**config.mk**
```make
export PLATFORM = sky130hd
export DESIGN_NAME = divider_seq
export DESIGN_NICKNAME = d
export VERILOG_FILES = /design/src/rtl/divider_seq_pkg.sv /design/src/rtl/divider_step.sv /design/src/rtl/divider_seq.sv
export SDC_FILE = /design/constraint.sdc
export NUM_CORES = 1
export LEC_CHECK = 0
export CORE_AREA = 8 8 226 228
export CTS_BUF_LIST = sky130_fd_sc_hd__clkbuf_4 sky130_fd_sc_hd__clkbuf_8
export CTS_CLUSTER_SIZE = 10
export DETAILED_ROUTE_END_ITERATION = 7
export DIE_AREA = 0 0 234 236
export PLACE_DENSITY = 0.47
export SYNTH_ARGS = -nofsm -noshare
export SYNTH_HDL_FRONTEND = slang
export SYNTH_SLANG_ARGS = --single-unit
export TNS_END_PERCENT = 50
```
**constraint.sdc**
```tcl
create_clock -name in_clk -period 9.8 [get_ports in_clk]
set_clock_uncertainty 0.15 [all_clocks]
set_input_delay 1.96 -clock in_clk [delete_from_list [all_inputs] [get_ports in_clk]]
set_output_delay 1.96 -clock in_clk [all_outputs]
set_load 0.02 [all_outputs]
```
**src/rtl/divider_seq_pkg.sv**
```systemverilog
// divider_seq_pkg: shared state encoding for the sequential divider.
package divider_seq_pkg;
    typedef enum logic [1:0] {
        DIV_IDLE = 2'd0,
        DIV_ITER = 2'd1,
        DIV_FIX  = 2'd2
    } div_state_e;
endpackage

```
**src/rtl/divider_step.sv**
```systemverilog
// divider_step: one restoring-division step (shift in a dividend bit, trial subtract).
module divider_step #(
    parameter int WIDTH = 32
) (
    input  logic [WIDTH:0]   rem,
    input  logic             bit_in,
    input  logic [WIDTH-1:0] divisor,
    output logic [WIDTH:0]   rem_next,
    output logic             q_bit
);
    logic [WIDTH+1:0] shifted, trial;
    assign shifted  = {rem, bit_in};
    assign trial    = shifted - {2'b00, divisor};
    assign q_bit    = ~trial[WIDTH+1];
    assign rem_next = q_bit ? trial[WIDTH:0] : shifted[WIDTH:0];
endmodule

```
**src/rtl/divider_seq.sv**
```systemverilog
// divider_seq: iterative signed/unsigned restoring divider, one quotient bit per clock; DIVIDER_SEQ_EARLY_EXIT_EN skips iteration when |dividend| < |divisor|.
module divider_seq
    import divider_seq_pkg::*;
#(
    parameter int WIDTH = 32,
    parameter int CNT_W = $clog2(WIDTH+1)
) (
    input  logic             in_clk,
    input  logic             in_clr,
    input  logic             in_start,
    input  logic             in_signed,
    input  logic [WIDTH-1:0] in_dividend,
    input  logic [WIDTH-1:0] in_divisor,
    output logic             out_busy,
    output logic             out_done,
    output logic             out_div_zero,
    output logic [WIDTH-1:0] out_quotient,
    output logic [WIDTH-1:0] out_remainder
);
    div_state_e state, state_nxt;
    logic [WIDTH:0]   rem, rem_nxt;
    logic [WIDTH-1:0] dvd, dsr, dvd_abs, dsr_abs, r_mag;
    logic [CNT_W-1:0] cnt;
    logic             sign_q, sign_r, dz, q_bit, early, accept, zero_dsr;

    assign accept   = state == DIV_IDLE && in_start;
    assign zero_dsr = in_divisor == '0;
    assign dvd_abs  = in_signed && in_dividend[WIDTH-1] ? -in_dividend : in_dividend;
    assign dsr_abs  = in_signed && in_divisor[WIDTH-1] ? -in_divisor : in_divisor;
`ifdef DIVIDER_SEQ_EARLY_EXIT_EN
    assign early    = dvd_abs < dsr_abs;
`else
    assign early    = 1'b0;
`endif
    assign r_mag    = dz ? dvd : rem[WIDTH-1:0];
    assign out_busy = state != DIV_IDLE;

    divider_step #(.WIDTH(WIDTH)) u_step (
        .rem     (rem),
        .bit_in  (dvd[WIDTH-1]),
        .divisor (dsr),
        .rem_next(rem_nxt),
        .q_bit   (q_bit)
    );

    always_ff @(posedge in_clk or posedge in_clr)
        if (in_clr) state <= DIV_IDLE;
        else        state <= state_nxt;

    always_comb begin
        state_nxt = DIV_IDLE;
        if (state == DIV_IDLE)
            state_nxt = !in_start ? DIV_IDLE : (zero_dsr || early) ? DIV_FIX : DIV_ITER;
        else if (state == DIV_ITER)
            state_nxt = cnt == CNT_W'(WIDTH-1) ? DIV_FIX : DIV_ITER;
    end

    always_ff @(posedge in_clk or posedge in_clr) begin
        if (in_clr) begin
            rem           <= '0;
            dvd           <= '0;
            dsr           <= '0;
            cnt           <= '0;
            sign_q        <= 1'b0;
            sign_r        <= 1'b0;
            dz            <= 1'b0;
            out_done      <= 1'b0;
            out_div_zero  <= 1'b0;
            out_quotient  <= '0;
            out_remainder <= '0;
        end else begin
            out_done <= state == DIV_FIX;
            if (accept) begin
                rem          <= early ? {1'b0, dvd_abs} : '0;
                dvd          <= early ? '0 : dvd_abs;
                dsr          <= dsr_abs;
                cnt          <= '0;
                sign_q       <= in_signed & (in_dividend[WIDTH-1] ^ in_divisor[WIDTH-1]);
                sign_r       <= in_signed & in_dividend[WIDTH-1];
                dz           <= zero_dsr;
                out_div_zero <= 1'b0;
            end else if (state == DIV_ITER) begin
                rem <= rem_nxt;
                dvd <= {dvd[WIDTH-2:0], q_bit};
                cnt <= cnt + CNT_W'(1);
            end else if (state == DIV_FIX) begin
                out_quotient  <= dz ? '1 : sign_q ? -dvd : dvd;
                out_remainder <= sign_r ? -r_mag : r_mag;
                out_div_zero  <= dz;
            end
        end
    end
endmodule

```
After elaboration in Yosys (flattened, before gate mapping)
Index checks and enable logic that the tools add are counted.
Word-level totals
  latch bits: 0
  register bits after elaboration: 174
  word-level logic and storage cells: 59
  memories kept: 0
  input port bits: 68
  bits in writable memories: 0
  output and inout port bits: 67
  bits in read-only memories: 0
Operators by class
  bitwise gates (word level): 6
  multiplexer cells: 21
  shift-type cells: 0
  equal/unequal tests: 4
  reductions and logical operators: 10
  multipliers: 0
  magnitude comparators: 0
  divide/modulo/power cells: 0
  $add $sub $neg: 6
Operators with widths (number)
  $mux W32: 8
  $neg A32 Y32: 4
  $mux W33: 3
  $sub A34 B32 Y34: 1
  $logic_not A32 Y1: 1
  $mux W6: 2
  $mux W2: 5
  $add A6 B1 Y6 const B: 1
  $eq A6 B5 Y1 const B: 1
  $reduce_bool A2 Y1: 3
  $logic_and A1 B1 Y1: 3
  $mux W1: 3
  $not A1 Y1: 3
  $reduce_and A3 Y1: 1
  $and A1 B1 Y1: 2
  $eq A2 B1 Y1 const B: 1
  $eq A2 B2 Y1 const B: 1
  $logic_not A2 Y1: 1
  $ne A2 B2 Y1 const B: 1
  $reduce_and A2 Y1: 1
  $xor A1 B1 Y1: 1

Longest topological paths before layout
Gate-level depths: netlist of the first run.
  depth after elaboration: 4
  gate-level depth with buffers: 16
  depth with buffers taken out: 12

Hierarchy
Synthesis of the first run repeated with hierarchy kept, for this count alone.
Second synthesis, totals
  cell total of the unflattened synthesis: 1559
  area, all modules: 12718.4 µm²
Modules (own cells, without submodules)
  divider_seq: seq. area each 4354.2 µm², cells an instance 1253, instances 1, area each 10505.1 µm²
  divider_step: seq. area each 0.0 µm², cells an instance 306, instances 1, area each 2213.4 µm²

Worst setup path before layout of the first run
Ideal clock, no wire load.
  path kind: in2reg
  start point: input in_divisor[6]
  end point: register dsr[23]
  path buffers: 0
  data arrival time: 3.920 ns
  setup slack: 5.600 ns
  data required time: 9.521 ns
  setup time: 0.129 ns
  stages: 8
  cells stage by stage: or4_1 -> or3_1 -> or3_1 -> nor2_1 -> nand2_1 -> o31ai_1 -> xor2_1 -> o21ai_1
Between the ends
  word-level cells in the longest chain between the ends: 2
RTL lines
  start, declared: line divider_seq.sv:13  | input logic [WIDTH-1:0] in_divisor,
  $neg A32 Y32: line divider_seq.sv:29  | assign dsr_abs = in_signed && in_divisor[WIDTH-1] ? -in_divisor : in_divisor;
  $mux W32: line divider_seq.sv:29
  end signal, assigned: line divider_seq.sv:76  | dsr <= dsr_abs;
  end, declared: line divider_seq.sv:22  | logic [WIDTH-1:0] dvd, dsr, dvd_abs, dsr_abs, r_mag;
No other way between the ends.
A chain may end at the register's enable or synchronous reset.

Final worst setup path of the first run
  start point: input in_divisor[6]
  end point: register state[1]
Between the ends
  word-level cells in the longest chain between the ends: 4
RTL lines
  $logic_not A32 Y1: line divider_seq.sv:27  | assign zero_dsr = in_divisor == '0;
  $mux W2 (2 in a row): line divider_seq.sv:53  | state_nxt = !in_start ? DIV_IDLE : (zero_dsr || early) ? DIV_FIX : DIV_ITER;
  $mux W2: line divider_seq.sv:52  | if (state == DIV_IDLE)
  named net state_nxt[1]: line divider_seq.sv:20  | div_state_e state, state_nxt;
  end signal, assigned: line divider_seq.sv:48  | else state <= state_nxt;
  end, declared: line divider_seq.sv:20
The timed path passes the listed nets, and every way through them passes these cells.

==> metrics, run 1 <==
status finished clean; slew margin rel. 0.3035; Area growth syn-to-layout 19.07%; sequential area share after synthesis 0.3722; routed length on met2 16.11 mm; Post-route DRC 0; top sig layer met5; post-cts gate resize count 0; DRT antenna net count 0; post-synthesis register bit count 174; crit path max fanout 6; wire length on met1 19.27 mm; H-tree depth 4; Startpoint Class input port; PD cells 283.5 mW/mm^2; CTS tree yes; Clk network pwr share 0.127; initial antenna violation count 1; area leader, netlist dfrtp_1; CTS Buf Count 17; wire length on met3 1.363 mm; Routed Wire Length 37.34 mm; Hold Crit Class reg -> reg; IO Pins 135; final worst-path cycle share 0.4830; GRT Util Overall 0.1342; worst r2r path cells 11; effective utilization at floorplan 0.2471; Fill cells 5104; hold_buf cts 0; Int Power 2.078 mW; share of cells above drive strength 1 0.05109; unrepaired setup endpoints after global routing false; post-CTS setup buffer count 0; row count 80; worst slew pin tran 1.038 ns; Via Count 9919; Reg clk slew, reported paths 0.09 ns; deepest clock path buffer count 2; hpwl dp 28.91 mm; # port buffers 134; Data required, critical path 10.08 ns; Tmin final 4.733 ns; core footprint 0.04735 sq mm; final net count 1562; Setup WS pre-CTS 4.429 ns; die width 234 um; clk root buf clkbuf_8; syn nets 1484; Worst-Skew Late Latency 0.50 ns; Switch Pwr 1.872 mW; post-route total power 3.949 mW; final worst slack 5.067 ns; WS Path Type in -> reg; drt wl/cell 17.92 um; final setup violation count 0; EDFF count, synth 0; CP arrival 5.01 ns; Comb power frac 0.544; first-pass GRT wire length 58.41 mm; Yosys cell types 70; minimum setup slack among reg-to-reg paths 5.94 ns; count leader, synth dfrtp_1; Max Clk Rate 211.3 MHz; CP Capture Type register; r2r startpoint rem[17]; Setup TNS 0 ns; die area 0.05522 sq mm; Seq pwr share 0.329; min-delay src out_quotient[0]; hold depth 2; commonest cells in the netlist dfrtp_1 (174), o21ai_0 (169), nand2_1 (158), nor2_1 (94), a21oi_1 (85); Congestion Overflow GR 0; GPL Wtd Cong 0.8249; synthesized area per cell 8.490 sq um; worst r2r dst rem[17]; final count of pins violating max slew 0; Sw Ratio 0.4739; Syn. warnings 0; Yosys top cell area share 0.3722; vias in the first global route 9792; Worst VDD drop 128.0 uV; Max-cap violations 0; final hold violations 0; most common flop cell mapped by yosys dfrtp_1; Vias per Instance 4.760; CTS sink count 174; WHS Endpoint out_quotient[0]; Die Y 236 um; DRT Pass-1 Iters 5; share of flip-flops with an asynchronous set or reset 1.000; Lkg Pwr 5.508 nW; Synth Instances 1378; top post-synthesis cells by area dfrtp_1 (37%), o21ai_0 (7.2%), xor2_1 (5.8%); DR iter-0 viols 691; Syn Std Cell Area 0.01170 sq mm; largest net degree at the start of global routing 103
stage by stage:
| stage | cell area, sq um | util | hold WS, ns | cells |
|---|---|---|---|---|
| 6_report | 13930 | 0.2942 | 0.3291 | 2084 |
| 4_1_cts | 13930 | 0.2942 | 0.3345 | 2083 |
| 2_1_floorplan | 11700 | - | 0.2998 | 1378 |
| 5_1_grt | 13930 | 0.2942 | 0.3576 | 2083 |
| 3_3_place_gp | 13560 | 0.2864 | 0.3107 | 2052 |
| 3_5_place_dp | 13560 | 0.2864 | 0.3128 | 2052 |
state kept, by name (all words and copies together) (netlist names):
name	count
sign_q	1
dz	1
out_done	1
state	2
out_remainder	32
dvd	32
out_quotient	32
cnt	6
dsr	32
sign_r	1
rem	33
out_div_zero	1
cells in the final DEF, fill, tap and decap left out, types with 3 or more instances in the layout:
cell type          n
nor3_1            31
nand3b_1           3
nand4_1            5
a211oi_1           4
a21o_1            13
o31ai_1           23
inv_6              7
dfrtp_1          173
nand3_1           47
o21ai_0          169
clkdlybuf4s50_1  134
nor3b_1            7
nand2_1          157
o221ai_1           3
or3_1             15
inv_1             51
a31oi_1           10
o41ai_1            8
clkinv_2           3
a21oi_1           85
and2_1             5
mux2i_1           57
o21ai_1           15
nor2b_1            6
nand2b_1          14
mux2_2             6
and3_1             8
a221o_1            3
xnor2_1           69
nor2_1            92
ha_1              37
o211ai_1           3
clkbuf_8          17
buf_4             11
a22oi_1           31
o21bai_1           3
xor2_1            78
nor4_1             8
or4_1              8
worst max-delay path, cell delays in order:
cell	delay, ns
clkdlybuf4s50_1	0.50
or4_1	0.60
or3_1	0.36
nor4b_2	0.43
nand4_1	0.20
nor4_1	0.70
a22o_1	0.25
cell type report:
type | count | area [sq um] | share of cell area
Clock buffer | 17 | 234.0 | 0.01680
Antenna cell | 1 | 2.502 | 0.0001796
Tap cell | 615 | 769.5 | 0.05524
Clock inverter | 14 | 132.6 | 0.009521
Multi-Input combinational cell | 1065 | 6808 | 0.4887
Sequential cell | 174 | 4355 | 0.3127
Timing Repair Buffer | 145 | 1424 | 0.1022
Inverter | 53 | 203.9 | 0.01464
per-layer routing:
layer | up-vias | track usage
met3 | 35 | 0.02341
met4 | 2 | 0.03395
met1 | 4683 | 0.1946
li1 | 5026 | -
met5 | - | 0
met2 | 173 | 0.2024
worst max-delay path by stage:
stage | startpoint | depth (start not counted) | end | slack, ns
final | in_divisor[6] | 7 | state[1] | 5.07
after CTS | in_dividend[2] | 9 | dvd[29] | 4.98
after global placement | in_dividend[2] | 9 | dvd[29] | 4.43
after detailed placement | in_dividend[2] | 9 | dvd[29] | 4.43
after floorplan | in_clr | 1 | cnt[0] | 2.97
after global routing | in_dividend[4] | 9 | dvd[29] | 4.69
power groups by stage:
| stage | clock [mW] | combinational [mW] | sequential (mW) |
|---|---|---|---|
| finish | 0.502 | 2.15 | 1.30 |
| global route | 0.547 | 2.42 | 1.33 |
| global placement | 0 | 2.13 | 1.31 |
| CTS | 0.523 | 2.16 | 1.30 |
| detailed placement | 0 | 2.14 | 1.31 |
| floorplan | 0 | 1.79 | 1.08 |
cell families after synthesis:
kind of cell / count (synthesis) / synth area share
buffers and inverters: 139 / 0.04802
multiplexers: 64 / 0.05647
AO/OA/AOI/OAI: 393 / 0.2010
flip-flops: 174 / 0.3722
AND/OR/NAND/NOR: 422 / 0.1687
XOR/XNOR: 148 / 0.1124
adder cells (fa/ha/maj): 38 / 0.04128
Note: power is estimated with default switching activity, not from simulation.
==> inputs of run 2 (changes only) <==
- PLACE_DENSITY: 0.47 -> 0.48
- clock period: 9.8 -> 4 ns (I/O delays scaled with it)
==> run 2 against run 1 <==
- combinational power rose to 2.5 times the previous value
- routed wire length up 0.31%
- sequential power up 140%
- cell count up 0.77%
- total power rose to 2.5 times the previous value
- critical path depth up 4
- clock power rose to 2.8 times the previous value
- via count up 1.6%
- clock-buffer cell count up 3
- cell area up 1.6%
- die area unchanged
- first-iteration DRC count down 4.5%
- largest cell class unchanged
- largest power group unchanged
==> metrics, run 2 (same netlist as run 1, synthesis figures left out) <==
Vias per Instance 4.797 (+0.79%); DRT antenna net count 0 (unchanged); vias in the first global route 9809 (+0.17%); Lkg Pwr 5.632 nW (+2.2%); WS Path Type reg -> reg; register with the most flip-flops rem; IO Pins 135 (unchanged); Core Util, Final 0.2990 (+0.004810); # diodes 0 (-1); Die Y 236 um (unchanged); PD cells 706.7 mW/mm^2 (+150%); Reg clk slew, reported paths 0.09 ns (about the same); drt wl/cell 17.84 um (-0.46%); slew margin rel. 0.3122 (+0.008782); Data required, critical path 4.18 ns (-5.90 ns); Worst-Skew Late Latency 0.49 ns (about the same); die area 0.05522 sq mm (unchanged); GRT Util Overall 0.1337 (-0.0004761); Via Count 10074 (+1.6%); crit path max fanout 9 (+3); CP max-delay cell dfrtp_1; die width 234 um (unchanged); final net count 1580 (+1.2%); hpwl dp 29.16 mm (+0.89%); DRT Pass-1 Iters 5 (unchanged); final hold violations 0 (unchanged); status finished clean; hold_buf cts 0 (unchanged); CP cell instances ha_1 -> a21oi_1 -> o21ai_0 -> a2111o_1 -> a31oi_1 -> o221a_2 -> o31ai_4 -> xor2_4 -> buf_4 -> mux2i_1 -> o21ai_1; H-tree depth 4 (unchanged); Routed Wire Length 37.46 mm (+0.31%); core footprint 0.04735 sq mm (unchanged); Hold Crit Class reg -> reg; Worst VDD drop 245.0 uV (+91%); CP arrival 3.74 ns (-1.27 ns); initial antenna violation count 0 (-1); Congestion Overflow GR 0 (unchanged); worst path bufs/invs 1 (unchanged); post-CTS setup buffer count 0 (unchanged); CTS tree yes; hold_ws 0.3354 ns (+0.006341 ns); row count 80 (unchanged); unrepaired setup endpoints after global routing false; Post-route DRC 0 (unchanged); DR iter-0 viols 660 (-4.5%); deepest clock path buffer count 2 (unchanged); CP Capture Type register; effective utilization at floorplan 0.2471 (unchanged); GPL Wtd Cong 0.8209 (-0.48%); CTS Buf Count 17 (unchanged); first-pass GRT wire length 58.43 mm (about the same); slowest stage delay, CP 0.47 ns (-0.23 ns); share of cells above drive strength 1 0.06195 (+0.01086); Setup TNS 0 ns (unchanged); Largest delay share family, worst path compound AO/OA/AOI/OAI gates; # port buffers 134 (unchanged); CTS sink count 174 (unchanged); most frequent cells in the layout dfrtp_1 (173), o21ai_0 (169), nand2_1 (157), clkdlybuf4s50_1 (134), nor2_1 (92); final setup violation count 0 (unchanged); clk root buf clkbuf_8; Max Clk Rate 281.0 MHz; Tmin final 3.559 ns; Startpoint Class register; largest net degree at the start of global routing 90 (-13%); final count of pins violating max slew 0 (unchanged); max reg flops 33 (unchanged); post-cts gate resize count 0 (unchanged); Area growth syn-to-layout 21.02%; final worst-path cycle share 0.8897; most common cell after layout, fill and taps aside dfrtp_1; Max-cap violations 0 (unchanged); worst slew pin tran 1.025 ns (-0.01309 ns)
## run 2: changes by cell type in the layout (fill, tap and decap cells not counted), moves of 2 or more
cell / delta
buf_4: +15
inv_6: -5
buf_12: +3
bufinv_16: +3
clkbuf_4: +2
## run 2: power breakdown
| part | internal [mW] | switching, mW |
|---|---|---|
| Clock | 0.706 | 0.682 |
| Combinational | 2.43 | 3.03 |
| Sequential | 2.26 | 0.888 |
| Total | 5.40 | 4.60 |
## run 2: final cells by class
cell class | instances | area (sq um)
timing repair buffer | 163 | 1597
tap | 615 | 769.5
inverter | 53 | 202.7
clock buffer | 20 | 262.8
sequential | 174 | 4355
multi-input combinational | 1065 | 6808
clock inverter | 10 | 162.7
fill | 5024 | 33190
## run 2: through the flow
stage,instances,power (mW),worst slack [ns],instance area [sq um]
after floorplan,1378,7.042,0.1168,11700
after global placement,2070,8.558,0.2544,13730
after detailed placement,2070,8.638,0.2397,13730
after CTS,2100,10.06,0.4301,14160
after global routing,2100,10.85,0.1582,14160
final,2100,10.00,0.4412,14160
## run 2: worst paths after layout
path	slack [ns]	startpoint	cells past startpoint	end
worst max-delay path	0.44	rem[19]	11	rem[27]
worst min-delay path	0.34	out_remainder[15]	2	out_remainder[15]
worst max register to register	0.44	rem[19]	11	rem[27]
worst min register to register	0.34	out_remainder[15]	2	out_remainder[15]
max in group asynchronous	2.59	in_clr	3	dvd[29]
min in group asynchronous	0.70	in_clr	3	out_remainder[9]
## run 2: layer usage
metal  global-route usage  routed length, um  up-vias
li1                     -                  -     5035
met1               0.1920              19150     4811
met2               0.2064              16340      201
met3              0.02233               1466       27
met4              0.03052                502        0
met5                    0                  0        -
## run 2: tightest hold or removal path, cell delays in order (launching register included)
cell and delay, ns:
dfrtp_1 0.35, nand2_1 0.05, o21ai_0 0.06
==> inputs of run 3 (changes only) <==
--- a/constraint.sdc
+++ b/constraint.sdc
@@ -4,2 +4,2 @@
 set_output_delay 0.8 -clock in_clk [all_outputs]
-set_load 0.02 [all_outputs]
+set_load 0.01 [all_outputs]
==> results of run 3 <==
The final DEF is identical to that of run 2. Status: finished clean.
